===== src/rtl/cp0_intr_pkg.sv =====
// Shared CP0 definitions: register indices, op encodings, FSM states and
// the bit positions of IE/IP.
package cp0_intr_pkg;

  localparam int unsigned DATA_W = 32;
  localparam int unsigned ADDR_W = 5;

  localparam logic [ADDR_W-1:0] REG_STATUS = 5'd12;
  localparam logic [ADDR_W-1:0] REG_CAUSE  = 5'd13;
  localparam logic [ADDR_W-1:0] REG_EPC    = 5'd14;
  localparam logic [ADDR_W-1:0] REG_EHBR   = 5'd15;

  localparam int unsigned IE_BIT = 0;
  localparam int unsigned IP_BIT = 8;

  typedef enum logic [1:0] {
    OP_NONE = 2'd0,
    OP_MTC0 = 2'd1,
    OP_MFC0 = 2'd2,
    OP_ERET = 2'd3
  } cp0_op_e;

  typedef enum logic {
    ST_IDLE    = 1'b0,
    ST_HANDLER = 1'b1
  } cp0_state_e;

endpackage


===== src/rtl/cp0_intr.sv =====
// CP0 interrupt controller: STATUS/CAUSE/EPC/EHBR, edge-detected external
// interrupt, and a two-state entry/return FSM driving the PC redirect.
module cp0_intr
  import cp0_intr_pkg::*;
#(
  parameter logic [31:0] EHBR_RST   = 32'h0000_0200,
  parameter logic [31:0] STATUS_RST = 32'h0000_0001
) (
  input  logic              clk,
  input  logic              rst,
  input  logic              en,
  input  logic [1:0]        oper,
  input  logic [ADDR_W-1:0] addr_r,
  output logic [DATA_W-1:0] data_r,
  input  logic [ADDR_W-1:0] addr_w,
  input  logic [DATA_W-1:0] data_w,
  input  logic              ir_en,
  input  logic              ir_in,
  input  logic [DATA_W-1:0] ret_addr,
  output logic              jump_en,
  output logic [DATA_W-1:0] jump_addr
);

  cp0_state_e        state_q, state_d;
  logic              ie_q;
  logic              ip_q;
  logic [DATA_W-1:0] epc_q;
  logic [DATA_W-1:0] ehbr_q;
  logic              ir_q;
  logic              take;
  logic              eret;
  logic              rise;
  cp0_op_e           op;

  assign op   = cp0_op_e'(oper);
  assign rise = ir_in & ~ir_q;

  // FSM state register
  always_ff @(posedge clk) begin
    if (rst) state_q <= ST_IDLE;
    else     state_q <= state_d;
  end

  // Next state, take/return decode and combinational redirect outputs
  always_comb begin
    state_d   = state_q;
    take      = 1'b0;
    eret      = 1'b0;
    jump_en   = 1'b0;
    jump_addr = epc_q;
    if (rst) begin
      jump_addr = '0;
    end else begin
      unique case (state_q)
        ST_IDLE: begin
          take = ip_q & ie_q & ir_en & en & (op != OP_ERET);
          if (take) begin
            state_d   = ST_HANDLER;
            jump_en   = 1'b1;
            jump_addr = ehbr_q;
          end
        end
        ST_HANDLER: begin
          eret = en & (op == OP_ERET);
          if (eret) begin
            state_d = ST_IDLE;
            jump_en = 1'b1;
          end
        end
        default: state_d = ST_IDLE;
      endcase
    end
  end

  // Register file; hardware updates are ordered after MTC0 so they win,
  // and an incoming edge on IP is ordered last so set beats clear.
  always_ff @(posedge clk) begin
    if (rst) begin
      ie_q   <= STATUS_RST[IE_BIT];
      ip_q   <= 1'b0;
      epc_q  <= '0;
      ehbr_q <= EHBR_RST;
      ir_q   <= 1'b0;
    end else begin
      ir_q <= ir_in;
      if (en && op == OP_MTC0) begin
        unique case (addr_w)
          REG_STATUS: ie_q   <= data_w[IE_BIT];
          REG_CAUSE:  ip_q   <= data_w[IP_BIT];
          REG_EPC:    epc_q  <= {data_w[DATA_W-1:2], 2'b00};
          REG_EHBR:   ehbr_q <= {data_w[DATA_W-1:2], 2'b00};
          default: ;
        endcase
      end
      if (take) begin
        epc_q <= ret_addr;
        ip_q  <= 1'b0;
        ie_q  <= 1'b0;
      end
      if (eret) ie_q <= 1'b1;
      if (rise) ip_q <= 1'b1;
    end
  end

  // Read port reflects register contents at cycle start
  always_comb begin
    data_r = '0;
    unique case (addr_r)
      REG_STATUS: data_r[IE_BIT] = ie_q;
      REG_CAUSE:  data_r[IP_BIT] = ip_q;
      REG_EPC:    data_r = epc_q;
      REG_EHBR:   data_r = ehbr_q;
      default:    data_r = '0;
    endcase
  end

endmodule


===== config.mk =====
export PLATFORM = sky130hd
export DESIGN_NAME = cp0_intr
export DESIGN_NICKNAME = d
export VERILOG_FILES = /design/src/rtl/cp0_intr_pkg.sv /design/src/rtl/cp0_intr.sv
export SDC_FILE = /design/constraint.sdc
export NUM_CORES = 1
export LEC_CHECK = 0
export ABC_CLOCK_PERIOD_IN_PS = 1600
export CAP_MARGIN = 20
export CORE_MARGIN = 2
export CORE_UTILIZATION = 39
export CTS_BUF_LIST = sky130_fd_sc_hd__clkbuf_16
export CTS_CLUSTER_SIZE = 14
export DETAILED_ROUTE_END_ITERATION = 10
export PLACE_DENSITY = 0.76
export SETUP_SLACK_MARGIN = 0.1
export SLEW_MARGIN = 10
export SYNTH_ARGS = -nofsm -noshare
export SYNTH_HDL_FRONTEND = slang
export SYNTH_SLANG_ARGS = --single-unit

===== constraint.sdc =====
create_clock -name clk -period 1.6 [get_ports clk]
set_clock_uncertainty 0.1 [all_clocks]
set_input_delay 0.16 -clock clk [delete_from_list [all_inputs] [get_ports clk]]
set_output_delay 0.16 -clock clk [all_outputs]
set_load 0.01 [all_outputs]

==> flow_metrics.tcl, run 1 <==
set metrics [dict create \
    status "complete, but fails checks" \
    violations "negative setup slack" \
    synth-compound-area-share_pct 26.6 \
    grt_pass1_vias 4045 \
    drc 0 \
    clk_pin_slew_ns 0.06 \
    hold_class "primary input to register" \
    grt_overflow 0 \
    rsz0062_at_grt "yes" \
    root_buffer "clkbuf_16" \
    drtAntennaViolNets 0 \
    cts_buffers 9 \
    ys_seq_area_share_pct 36.5 \
    diodes 0 \
    clock-sinks 66 \
    cpPeakStageDelay_ns 0.61 \
    cp-start-kind "register" \
    worstSetupEndpoint "jump_addr[23]" \
    fillerInstances 728 \
    drt_iter0_drc 160 \
    synthMuxAreaShare_pct 9.44 \
    crit_type "register to primary output" \
    hpwl_microns 7900 \
    synth-edff-count 0 \
    finalSetupTns_ns -27.68 \
    cp_max_fo 14 \
    grt_max_degree 44 \
    slew_headroom_pct 80.0 \
    clock_latency_ns 0.32 \
    antenna_found_initial 0 \
    gp_congestion 0.808 \
    fin_nets 723 \
    reg2reg_slack_ns -0.31 \
    totalWireLength_microns 13200 \
    max_freq_mhz 467 \
    dieWidth_microns 100 \
    rows 35 \
    r2r-end "epc_q[15]$_SDFFE_PP0P_" \
    critPathLaunch "ie_q$_SDFFE_PP1P_" \
    start_util_pct 39.7 \
    synth-seq-cells 66 \
    setup_viol 96 \
    area_growth_pct 72.0 \
    hold_viol 0 \
    die-height_microns 100 \
    cts_tree "done" \
    syn_area_sq_um 3620 \
    p_per_area_nw_per_um2 714 \
    rr_startpoint "ie_q$_SDFFE_PP1P_" \
    slew_viol_final 0 \
    path_delay_family "simple AND/OR/NAND/NOR gates" \
    die-area_sq_um 10100 \
    utilization_pct 68.4 \
    io_buffers 144 \
    synth_warnings 0 \
    grt_usage_pct 25.2 \
    cp-end-kind "primary output" \
    finalWorstSetupSlack_ns -0.541 \
    grt_pass1_wl_microns 20000 \
    htreeDepth 3 \
    critPathSlowestCell "or4b_4" \
    fin_crit_sh_pct 134 \
    tightest_slew_ns 0.299 \
    crit_buf_inv 2 \
    worstHoldPathCells 3 \
    synth_top_family_by_area "compound AO/OA/AOI/OAI gates" \
    firstDrtPassIters 4 \
    cap_viol_max_count 0 \
    yosys.area_share.simple_pct 21.1 \
    synth_adder_area_share_pct 0 \
    vdd_drop_max_mv 0.640 \
    synth_ff_type "dfxtp_1" \
    worstPathCellList "nand3_4 -> or4b_4 -> buf_12 -> nand2_1 -> a21oi_1 -> buf_2" \
    synth_xor_area_share_pct 0 \
    avgViaCountPerCell 5.40 \
    cp.depth 6 \
    cts_buffer_depth 2 \
    synth_fp_nets 531 \
    vias 4095 \
    postSynthCellCount 450 \
    p_leak_uw 0.00269 \
    core_sq_um 9110 \
    syn_avg_cell_area_sq_um 8.04 \
    crit_required_ns 1.34 \
    wl_per_cell_microns 17.4 \
    io_pins 146 \
    arrival_ns 1.88 \
    r2r_cells 7 \
    drive_gt1_share_pct 39.1 \
    min_period_ns 2.14 \
    async_flop_share_pct 0 \
    yosysUniqueCellTypes 31 \
]
synth_stat cells, types with 2 or more instances:
master,number,share of area (%)
buf_1,2,0.21
nor2_1,34,3.5
clkbuf_1,26,2.7
and3_1,2,0.35
buf_2,4,0.55
nand3_1,5,0.69
nand4b_1,2,0.48
nor2b_1,2,0.35
a21oi_1,63,8.7
mux2i_1,33,9.1
buf_6,8,2.5
a211oi_2,29,10
a22o_1,29,7.0
inv_1,4,0.41
nor3_1,3,0.41
dfxtp_1,66,37
nand2_1,124,13
report_power, final:
| part | total (uW) | leakage (uW) | switching [uW] | internal, uW |
|---|---|---|---|---|
| clock network | 2060 | 0.000162 | 707 | 1350 |
| logic | 664 | 0.00199 | 291 | 373 |
| registers | 1720 | 0.000535 | 34.9 | 1690 |
| total | 4440 | 0.00269 | 1030 | 3410 |
worst min-delay path by stage:
| stage | slack (ns) | end | startpoint |
|---|---|---|---|
| after detailed placement | 0.30 | state_q$_SDFF_PP0_ | rst |
| after global placement | 0.29 | state_q$_SDFF_PP0_ | rst |
| after global routing | 0.11 | ehbr_q[9]$_SDFFE_PP1P_ | rst |
| final | 0.09 | ehbr_q[9]$_SDFFE_PP1P_ | rst |
| after CTS | 0.08 | ehbr_q[9]$_SDFFE_PP1P_ | rst |
| after floorplan | 0.14 | ir_q$_SDFF_PP0_ | rst |
worst reg2reg max path, cell delays in order (launching register included):
cell and delay, ns:
dfxtp_2 0.35, nand3_4 0.09, or4b_4 0.61, buf_4 0.18, buf_12 0.15, buf_4 0.16
nor2_1 0.11, a211oi_2 0.05
routing by layer:
metal,vias to the layer above,track usage [%],share of wire [%]
met1,1948,30.9,41
met4,0,10.7,2.4
li1,1962,-,-
met5,-,0,0
met3,21,3.90,6.5
met2,164,43.8,50
cell families after synthesis:
family          count (synthesis)
simple gates                  181
compound gates                125
flops                          66
buf+inv                        44
mux                            34
per-stage QoR:
step	worst slack (ns)	hold slack [ns]	total power, uW	std cells	cell area (sq um)
after floorplan	-0.0861	0.143	1980	450	3740
after global placement	-0.828	0.294	2330	709	5490
after detailed placement	-0.855	0.301	2340	709	5490
after CTS	-0.569	0.0799	4460	751	6120
after global routing	-0.575	0.114	4590	758	6230
final	-0.541	0.0856	4440	758	6230
area by class of cell:
class,instances,area (sq um),area share [%]
Tap cell,111,139,2.23
Clock inverter,7,86.3,1.39
Inverter,4,15.0,0.241
Multi-Input combinational cell,340,2350,37.7
Clock buffer,9,225,3.62
Sequential cell,66,1330,21.3
Timing Repair Buffer,221,2090,33.5
registers in the layout, summed over array words and instances (netlist names):
register	cells
ehbr_q	30
state_q	1
ip_q	1
ir_q	1
ie_q	1
epc_q	32
cell usage in the layout (no fill, tap or decap), types with 3 or more instances in the layout:
master / n
a211oi_2: 30
a21oi_1: 50
a21oi_2: 12
a22o_1: 29
buf_12: 13
buf_16: 3
buf_2: 63
buf_4: 31
buf_6: 24
buf_8: 7
clkbuf_16: 11
clkdlybuf4s50_1: 64
dfxtp_1: 62
dfxtp_2: 4
dlygate4sd2_1: 7
dlymetal6s2s_1: 3
inv_1: 5
mux2i_1: 33
nand2_1: 119
nand2_2: 5
nand3_1: 3
nor2_1: 8
nor2_2: 12
nor2_4: 14
repair_timing:
item | 4_1_cts | 5_1_grt
setup endpoints to repair | 129 | 123
setup buffers | 17 | 5
endpoints found under the hold margin | 1 | 0
pin swaps | 25 | 19
resized for setup | 360 | 26
hold buffers | 1 | 0
gates cloned | 8 | 4
Power figures use the tool's default switching activity.
==> inputs of run 2 (changes only) <==
==> constraint.sdc (replaced) <==
create_clock -name clk -period 1.6 [get_ports clk]
set_clock_uncertainty 0.1 [all_clocks]
set_input_delay 0.16 -clock clk [delete_from_list [all_inputs] [get_ports clk]]
set_output_delay 0.16 -clock clk [all_outputs]
set_load 0.02 [all_outputs]
==> flow_metrics.tcl, run 2 (same netlist as run 1, synthesis figures left out) <==
set metrics [dict create \
    drc 0 \
    largest_register_ffs 32 \
    gp_congestion 0.767 \
    cp-end-kind "primary output" \
    vdd_drop_max_mv 0.647 \
    hold_viol 0 \
    clock-sinks 66 \
    die-area_sq_um 10100 \
    grtUsageMet2_pct 55.7 \
    core_sq_um 9110 \
    fin_crit_sh_pct 138 \
    finalPower_uw 4740 \
    crit_required_ns 1.34 \
    cp_max_fo 5 \
    rows 35 \
    fin_nets 750 \
    clock_latency_ns 0.33 \
    cts_buffer_depth 2 \
    r2r-end "epc_q[8]$_SDFFE_PP0P_" \
    diodes 0 \
    max_freq_mhz 454 \
    cts_tree "done" \
    r2r_cells 8 \
    io_pins 146 \
    worstPathCellList "nand3_4 -> or4b_4 -> buf_8 -> buf_16 -> nand2_4 -> a21oi_2 -> buf_4" \
    whs_endpoint "ehbr_q[9]$_SDFFE_PP1P_" \
    rr_startpoint "ip_q$_SDFFE_PP0P_" \
    wl_per_cell_microns 21.3 \
    firstDrtPassIters 4 \
    avgViaCountPerCell 5.69 \
    reg2reg_slack_ns -0.55 \
    status "complete, but fails checks" \
    p_per_area_nw_per_um2 639 \
    crit_type "register to primary output" \
    cap_viol_max_count 0 \
    top_usage_layer "met2" \
    utilization_pct 81.5 \
    hold_class "primary input to register" \
    die-height_microns 100 \
    drt_iter0_drc 194 \
    drtAntennaViolNets 0 \
    hp-start "rst" \
    vias 4469 \
    gr-usage-met1_pct 37.2 \
    drive_gt1_share_pct 51.3 \
    slew_viol_final 0 \
    hpwl_microns 8380 \
    largest-register "epc_q" \
    grtUsageMet3_pct 6.34 \
    arrival_ns 1.94 \
    min_period_ns 2.20 \
    totalWireLength_microns 16700 \
    io_buffers 144 \
    finalWorstSetupSlack_ns -0.603 \
    rsz0062_at_grt "yes" \
    layout_commonest_cell "nand2_1" \
    cpPeakStageDelay_ns 0.57 \
    reg.largest.list "epc_q x32, ehbr_q x30" \
    cp-start-kind "register" \
    grt_max_degree 28 \
    area_growth_pct 105 \
    violations "negative setup slack" \
    critPathSlowestCell "or4b_4" \
    antenna_found_initial 0 \
    grt_overflow 0 \
    p_leak_uw 0.00298 \
    final_cell_mix "87 x nand2_1, 86 x buf_6, 64 x clkdlybuf4s50_1" \
    slew_headroom_pct 80.4 \
    clk_pin_slew_ns 0.06 \
    grt_pass1_wl_microns 24300 \
    cts_buffers 9 \
    htreeDepth 3 \
    tightest_slew_ns 0.286 \
    start_util_pct 39.7 \
    grt_pass1_vias 4596 \
    root_buffer "clkbuf_16" \
    dieWidth_microns 100 \
    setup_viol 95 \
    worstHoldPathCells 3 \
    grt_usage_pct 31.4 \
]
run 2: changes by cell type in the layout (fill, tap and decap cells not counted), sizes merged:
cell,delta
buf,+31
inv,-1
clkinvlp,+2
clkdlybuf4s15,-1
clkbuf,+2
clkinv,-1
dlygate4sd2,-5
run 2: metal layers:
layer / wire length, microns / vias to the layer above
met5: 0 / -
met4: 512 / 0
li1: - / 2021
met1: 6300 / 2164
met2: 8690 / 238
met3: 1230 / 46
run 2: stage by stage:
stage / cell area (sq um) / cells / worst slack [ns] / setup TNS [ns] / hold slack, ns
global route: 7420 / 785 / -0.639 / -39.45 / 0.169
finish: 7420 / 785 / -0.603 / -35.41 / 0.170
global placement: 5760 / 713 / -0.949 / -87.55 / 0.345
detailed placement: 5760 / 713 / -0.958 / -89.47 / 0.334
CTS: 7180 / 774 / -0.595 / -35.66 / 0.139
floorplan: 3940 / 450 / -0.169 / -3.78 / 0.143
run 2: cell type report:
| class | instances | area (sq um) |
|---|---|---|
| Fill cell | 536 | 1690 |
| Clock buffer | 9 | 225 |
| Multi-Input combinational cell | 340 | 2790 |
| Clock inverter | 7 | 92.6 |
| Sequential cell | 66 | 1330 |
| Timing Repair Buffer | 248 | 2830 |
| Inverter | 4 | 15.0 |
| Tap cell | 111 | 139 |
run 2: worst max-delay path by stage:
stage | cells after the start | startpoint | endpoint | slack, ns
6_report | 7 | ip_q$_SDFFE_PP0P_ | jump_addr[9] | -0.60
4_1_cts | 6 | ip_q$_SDFFE_PP0P_ | jump_addr[0] | -0.60
3_3_place_gp | 8 | oper[1] | jump_addr[22] | -0.95
3_5_place_dp | 8 | oper[1] | jump_addr[31] | -0.96
5_1_grt | 7 | ie_q$_SDFFE_PP1P_ | jump_addr[8] | -0.64
2_1_floorplan | 7 | ie_q$_SDFFE_PP1P_ | jump_addr[19] | -0.17
run 2: critical path: cells and delay by family, from the launching register on:
| kind | cells | cell delay (ns) |
|---|---|---|
| simple gates | 3 | 0.73 |
| buf+inv | 3 | 0.47 |
| flops | 1 | 0.36 |
| compound gates | 1 | 0.06 |
run 2: what timing repair did:
action / in CTS / in global routing
cloned: 14 / 2
buffers inserted: 31 / 16
resized for setup: 520 / 77
hold buffers: 1 / 0
hold endpoints to repair: 1 / 0
pin swaps: 38 / 27
setup endpoints to repair: 129 / 129
run 2: power breakdown:
group	internal, uW	leakage, uW	total (uW)	switching (uW)
clock	1360	0.000149	2150	785
sequential	1690	0.000535	1730	47.4
combinational	466	0.00230	863	396
==> RTL change 1 (config.mk and constraints of run 1) <==
Reset style: asynchronous (`rst`), changed in 2 clocked blocks.
--- a/src/rtl/cp0_intr.sv
+++ b/src/rtl/cp0_intr.sv
@@ -38,3 +38,3 @@
   // FSM state register
-  always_ff @(posedge clk) begin
+  always_ff @(posedge clk or posedge rst) begin
     if (rst) state_q <= ST_IDLE;
@@ -76,3 +76,3 @@
   // and an incoming edge on IP is ordered last so set beats clear.
-  always_ff @(posedge clk) begin
+  always_ff @(posedge clk or posedge rst) begin
     if (rst) begin
Function: differs if rst is asserted again (counterexample within 4 cycles, from zero or initial values and one cycle with rst high); with rst held inactive, the same outputs for 4 cycles.
==> RTL change 1 against run 1 <==
- the flow still finishes with violations (setup timing)
- routed wire length is 0.55% higher
- worst setup slack lost 0.078 ns
- first-iteration DRC count rose by 11%
- synthesized area is 1.6% lower
- sequential cell count unchanged
- design area fell by 2.4%
- critical path type unchanged
Power is not compared: it rests on default switching activity, and its combinational part moved more than twofold at a synthesized area within 25%.
==> RTL change 1: results (changes against run 1) <==
stage	metric	value	unit	change
detailed_routing	met3_length	808	um	was 853 um
synthesis	syn-num-nets	391		was 531
cts	cts.repair.resized	335		was 360
synthesis	yosysSeqAreaShare	46.4	%	was 36.5%
timing	finalSetupViolations	96		unchanged
grt	use_met1	35.7	%	was 30.9%
detailed_routing	avgViaCountPerCell	5.74		was 5.40
critical_path	worst-r2r-setup-slack	-0.50	ns	was -0.31 ns
grt	grt_pass1_wl	20.4	mm	was 20.0 mm
critical_path	crit_family	flip-flops		was simple AND/OR/NAND/NOR gates
grt	grt_pass1_vias	3717		was 4045
grt	use_met2	44.8	%	was 43.8%
placed_design	dp_slack	-0.907	ns	was -0.855 ns
detailed_routing	first_iter_violations	178		was 160
synthesis	synthArstFlopShare	100	%	was 0%
synthesis	synth-xor-area-share	0	%	unchanged
critical_path	crit_path_start	ie_q		unchanged
cells_and_area	drive_above_1_share	40.1	%	was 39.1%
synthesis	muxShareOfSynthArea	10.0	%	was 9.44%
synthesis	synth.distinct_cells	40		was 31
cts	cts_setup_buffers	32		was 17
critical_path	crit_path_max_incr_delay	0.56	ns	was 0.61 ns
timing	setup_ws	-0.618	ns	was -0.541 ns
run_status	status	finished, violations left		unchanged
cts	cts.path.max_buffers	2		unchanged
cells_and_area	nets	601		was 723
cts	hold_buffers	0		was 1
detailed_routing	wl_met1	5.69	mm	was 5.37 mm
critical_path	critPathArrivalTime	1.96	ns	was 1.88 ns
detailed_routing	vias	3625		was 4095
timing	worst_pin_slew	0.335	ns	was 0.299 ns
detailed_routing	wl_met2	6.57	mm	was 6.66 mm
placed_design	post_dp_cell_area	0.00538	sq mm	was 0.00549 sq mm
placed_design	gp_congestion	0.877		was 0.808
placed_design	hpwl	7.81	mm	was 7.90 mm
critical_path	r2r_end	epc_q[14]		was epc_q[15]
detailed_routing	routedWlPerCell	21.0	um	was 17.4 um
timing	fin_tns_setup	-34.90	ns	was -27.68 ns
grt	grt_usage	26.8	%	was 25.2%
critical_path	critPathSlowestCell	dfstp_2		was or4b_4
synthesis	synth.area.top_cells	dfrtp_1 (45%), a22o_1 (15%), mux2_1 (8.2%)		was dfxtp_1 (37%), nand2_1 (13%), a211oi_2 (10%)
run_status	failed_checks	setup timing		unchanged
synthesis	yosys-top-cells-count	dfrtp_1 (64), a22o_1 (61), nand2_1 (27)		was nand2_1 (124), dfxtp_1 (66), a21oi_1 (63)
cells_and_area	syn2layout_area_growth	70.6	%	was 72.0%
synthesis	syn_inst	310		was 450
critical_path	crit_end	jump_addr[4]		was jump_addr[23]
cells_and_area	fill_cells	633		was 728
RTL change 1: changes by cell type after synthesis, sizes merged, moves of 17 or more:
cell,run 1,this run
a211oi,30,3
a21oi,63,1
a221o,0,19
a22o,29,61
and2,2,24
clkbuf,26,9
dfrtp,0,64
dfxtp,66,0
mux2,1,29
mux2i,33,3
nand2,124,27
nor2,34,7
RTL change 1: report_power, final:
group          internal [mW]  leakage, nW  total [mW]  switching [mW]
sequential              2.08        0.865        2.45           0.368
clock                   1.19        0.145        1.89           0.704
combinational           1.01         2.01        1.70           0.689
RTL change 1: worst register-to-register path: stages (launching register included):
cell and delay, ns:
dfstp_2 0.56, nand3b_4 0.11, a2111oi_4 0.27, buf_12 0.16
buf_8 0.12, buf_16 0.11, buf_8 0.11, buf_12 0.10
buf_12 0.11, nor3_1 0.07, a211oi_2 0.18
RTL change 1: final cells by class:
cell class | count | share of cell area, %
repair buffers | 222 | 34.9
clock buffers | 9 | 3.71
clock inverters | 6 | 0.968
multi-input cells | 217 | 30.7
inverters | 4 | 0.309
flip-flops and latches | 66 | 27.2
well taps | 108 | 2.22
RTL change 1: kinds of logic (layout without fill, tap and decap cells):
group                  after synthesis  after routing
AOI/OAI and AO/OA                  100            100
and+or+nand+nor                     81             85
buffers and inverters               31            241
muxes                               32             32
DFF                                 66             66
RTL change 1: how the worst min path moves through the flow:
stage | startpoint | to | slack, ns | cells past startpoint
global route | oper[1] | state_q | 0.13 | 4
global placement | ir_q | ip_q | 0.32 | 1
detailed placement | ir_q | ip_q | 0.33 | 1
CTS | oper[1] | ie_q | 0.20 | 3
finish | oper[1] | state_q | 0.11 | 4
floorplan | ir_in | ir_q | 0.09 | 0
==> RTL change 2 (flow settings as in run 1) <==
Made on the original files. Set the package constant `DATA_W` to 16 (it was 32).
--- a/src/rtl/cp0_intr_pkg.sv
+++ b/src/rtl/cp0_intr_pkg.sv
@@ -4,3 +4,3 @@
 
-  localparam int unsigned DATA_W = 32;
+  localparam int unsigned DATA_W = 16;
   localparam int unsigned ADDR_W = 5;
Interface: changed (resized data_r, data_w, jump_addr and ret_addr); port bits go from 146 to 82. No check against the original RTL was run, so the function may have changed too.
==> RTL change 2 against run 1 <==
- critical endpoint is now jump_addr[9]
- routed wire length fell by 38%
- synthesized area decreased by 46%
- sequential cell count down 32
- worst setup slack got worse by 0.017 ns
- worst hold slack gained 0.12 ns
- power decreased by 48%
- design area down 38%
- sequential share of layout area is 3.5 points lower
- the flow still finishes with violations (setup timing)
==> RTL change 2: results (changes against run 1) <==
stage	metric	value	unit	change
run_status	status	finished, violations left		unchanged
run_status	failed_checks	setup timing		unchanged
pwr	ir_worst_vdd	0.520	mV	was 0.640 mV
cts	cts.path.max_buffers	2		unchanged
grt	grt_pass1_vias	2386		was 4045
synthesis	yosys-top-cells-count	dfxtp_1 (34), nand2_1 (34), mux2i_1 (31)		was nand2_1 (124), dfxtp_1 (66), a21oi_1 (63)
critical_path	critPathSlowestCell	dfxtp_2		was or4b_4
cts	cts_buffers	5		was 9
critical_path	crit_path_max_incr_delay	0.34	ns	was 0.61 ns
cts	cts-root-buf	clkbuf_16		unchanged
cts	clk_pin_slew_worst_paths	0.05	ns	
detailed_routing	routed_wl	8.18	mm	was 13.2 mm
cells_and_area	reg_top3	epc_q: 16 flops, ehbr_q: 14 flops		was epc_q: 32 flops, ehbr_q: 30 flops
placed_design	gp_congestion	0.812		was 0.808
timing	setup_ws	-0.557	ns	was -0.541 ns
cells_and_area	nets	411		was 723
detailed_routing	ant_nets	0		unchanged
grt	antenna_found_initial	0		unchanged
grt	grt_start_max_net_pins	25		was 44
synthesis	synth.area.top_cells	dfxtp_1 (35%), mux2i_1 (16%), a211oi_2 (9.0%)		was dfxtp_1 (37%), nand2_1 (13%), a211oi_2 (10%)
critical_path	crit_fanout	3		was 14
grt	grt_usage	28.2	%	was 25.2%
timing	finalSetupViolations	37		was 96
synthesis	synthArstFlopShare	0	%	unchanged
grt	grt_pass1_wl	11.6	mm	was 20.0 mm
pwr	power_leakage	1.57	nW	was 2.69 nW
detailed_routing	first_iter_violations	107		was 160
detailed_routing	avgViaCountPerCell	5.48		was 5.40
synthesis	syn-num-nets	268		was 531
critical_path	crit_family	buffers and inverters		was simple AND/OR/NAND/NOR gates
synthesis	postSynthAreaPerCell	8.93	sq um	was 8.04 sq um
cells_and_area	antenna_cells	0		unchanged
cts	htreeDepth	2		was 3
placed_design	placedCellCount	384		was 709
cts	clkLatencyLatePin	0.29	ns	was 0.32 ns
synthesis	synth.distinct_cells	30		was 31
cells_and_area	drive_above_1_share	55.4	%	was 39.1%
timing	relSlewSlack	75.1	%	was 80.0%
placed_design	portBuffers	80		was 144
synthesis	yosysSeqAreaShare	34.8	%	was 36.5%
synthesis	ys_warn_count	0		unchanged
placed_design	hpwl	4.20	mm	was 7.90 mm
detailed_routing	routedWlPerCell	19.0	um	was 17.4 um
detailed_routing	dr.pass1.iters	4		unchanged
hold_path	min_path_type	in2reg		unchanged
RTL change 2: worst min-delay path, cell delays in order:
cell and delay, ns:
buf_2 0.16, inv_1 0.14, nand2_1 0.10
RTL change 2: path summary, 6_finish.rpt:
path / startpoint / to / slack [ns] / cells past startpoint
worst min register to register: ir_q / ip_q / 0.40 / 2
worst max-delay path: ie_q / jump_addr[9] / -0.56 / 10
worst min-delay path: rst / ehbr_q[9] / 0.20 / 3
worst max register to register: ie_q / epc_q[1] / -0.35 / 8
RTL change 2: final cells by class:
| type | instances | area (sq um) |
|---|---|---|
| repair buffers | 152 | 1490 |
| multi-input cells | 164 | 1440 |
| fillers | 273 | 930 |
| flip-flops and latches | 34 | 686 |
| clock buffers | 5 | 125 |
| well taps | 67 | 83.8 |
| inverters | 5 | 18.8 |
| clock inverters | 3 | 12.5 |
RTL change 2: timing repair:
action                                  CTS  global route
buffers inserted                         34             8
cloned                                    3             1
endpoints found under the setup margin   66            66
gates resized for setup                 227            58
pin swaps                                20            29
RTL change 2: metrics by stage:
step	setup slack [ns]	total power [mW]	setup TNS (ns)	area, sq um	util [%]
CTS	-0.557	2.25	-11.94	3720	77.7
global route	-0.608	2.36	-13.59	3860	80.6
global placement	-0.806	1.27	-33.45	3140	65.7
floorplan	-0.00454	1.04	-0.0156	2010	-
detailed placement	-0.830	1.28	-34.86	3140	65.7
finish	-0.557	2.30	-11.26	3860	80.6
RTL change 2: logic make-up (layout without fill, tap and decap cells):
kind of cell	Yosys count	after routing	synth area share, %
compound gates	48	48	20.6
flops	34	34	34.8
simple gates	84	84	21.7
mux	32	32	16.4
buf+inv	21	165	6.46
RTL change 2: layer usage:
metal / wire [um] / share of wire, % / up-vias / GRT usage (%)
li1: - / - / 1068 / -
met1: 3150 / 39 / 1163 / 33.0
met2: 4220 / 52 / 103 / 50.9
met3: 549 / 6.7 / 24 / 6.02
met4: 259 / 3.2 / 0 / 9.52
met5: 0 / 0 / - / 0
RTL change 2: power by group:
part	leakage, nW	internal [mW]	switching (mW)	total, mW
Sequential	0.276	0.872	0.0203	0.892
Combinational	1.22	0.272	0.204	0.475
Clock	0.0724	0.562	0.367	0.929
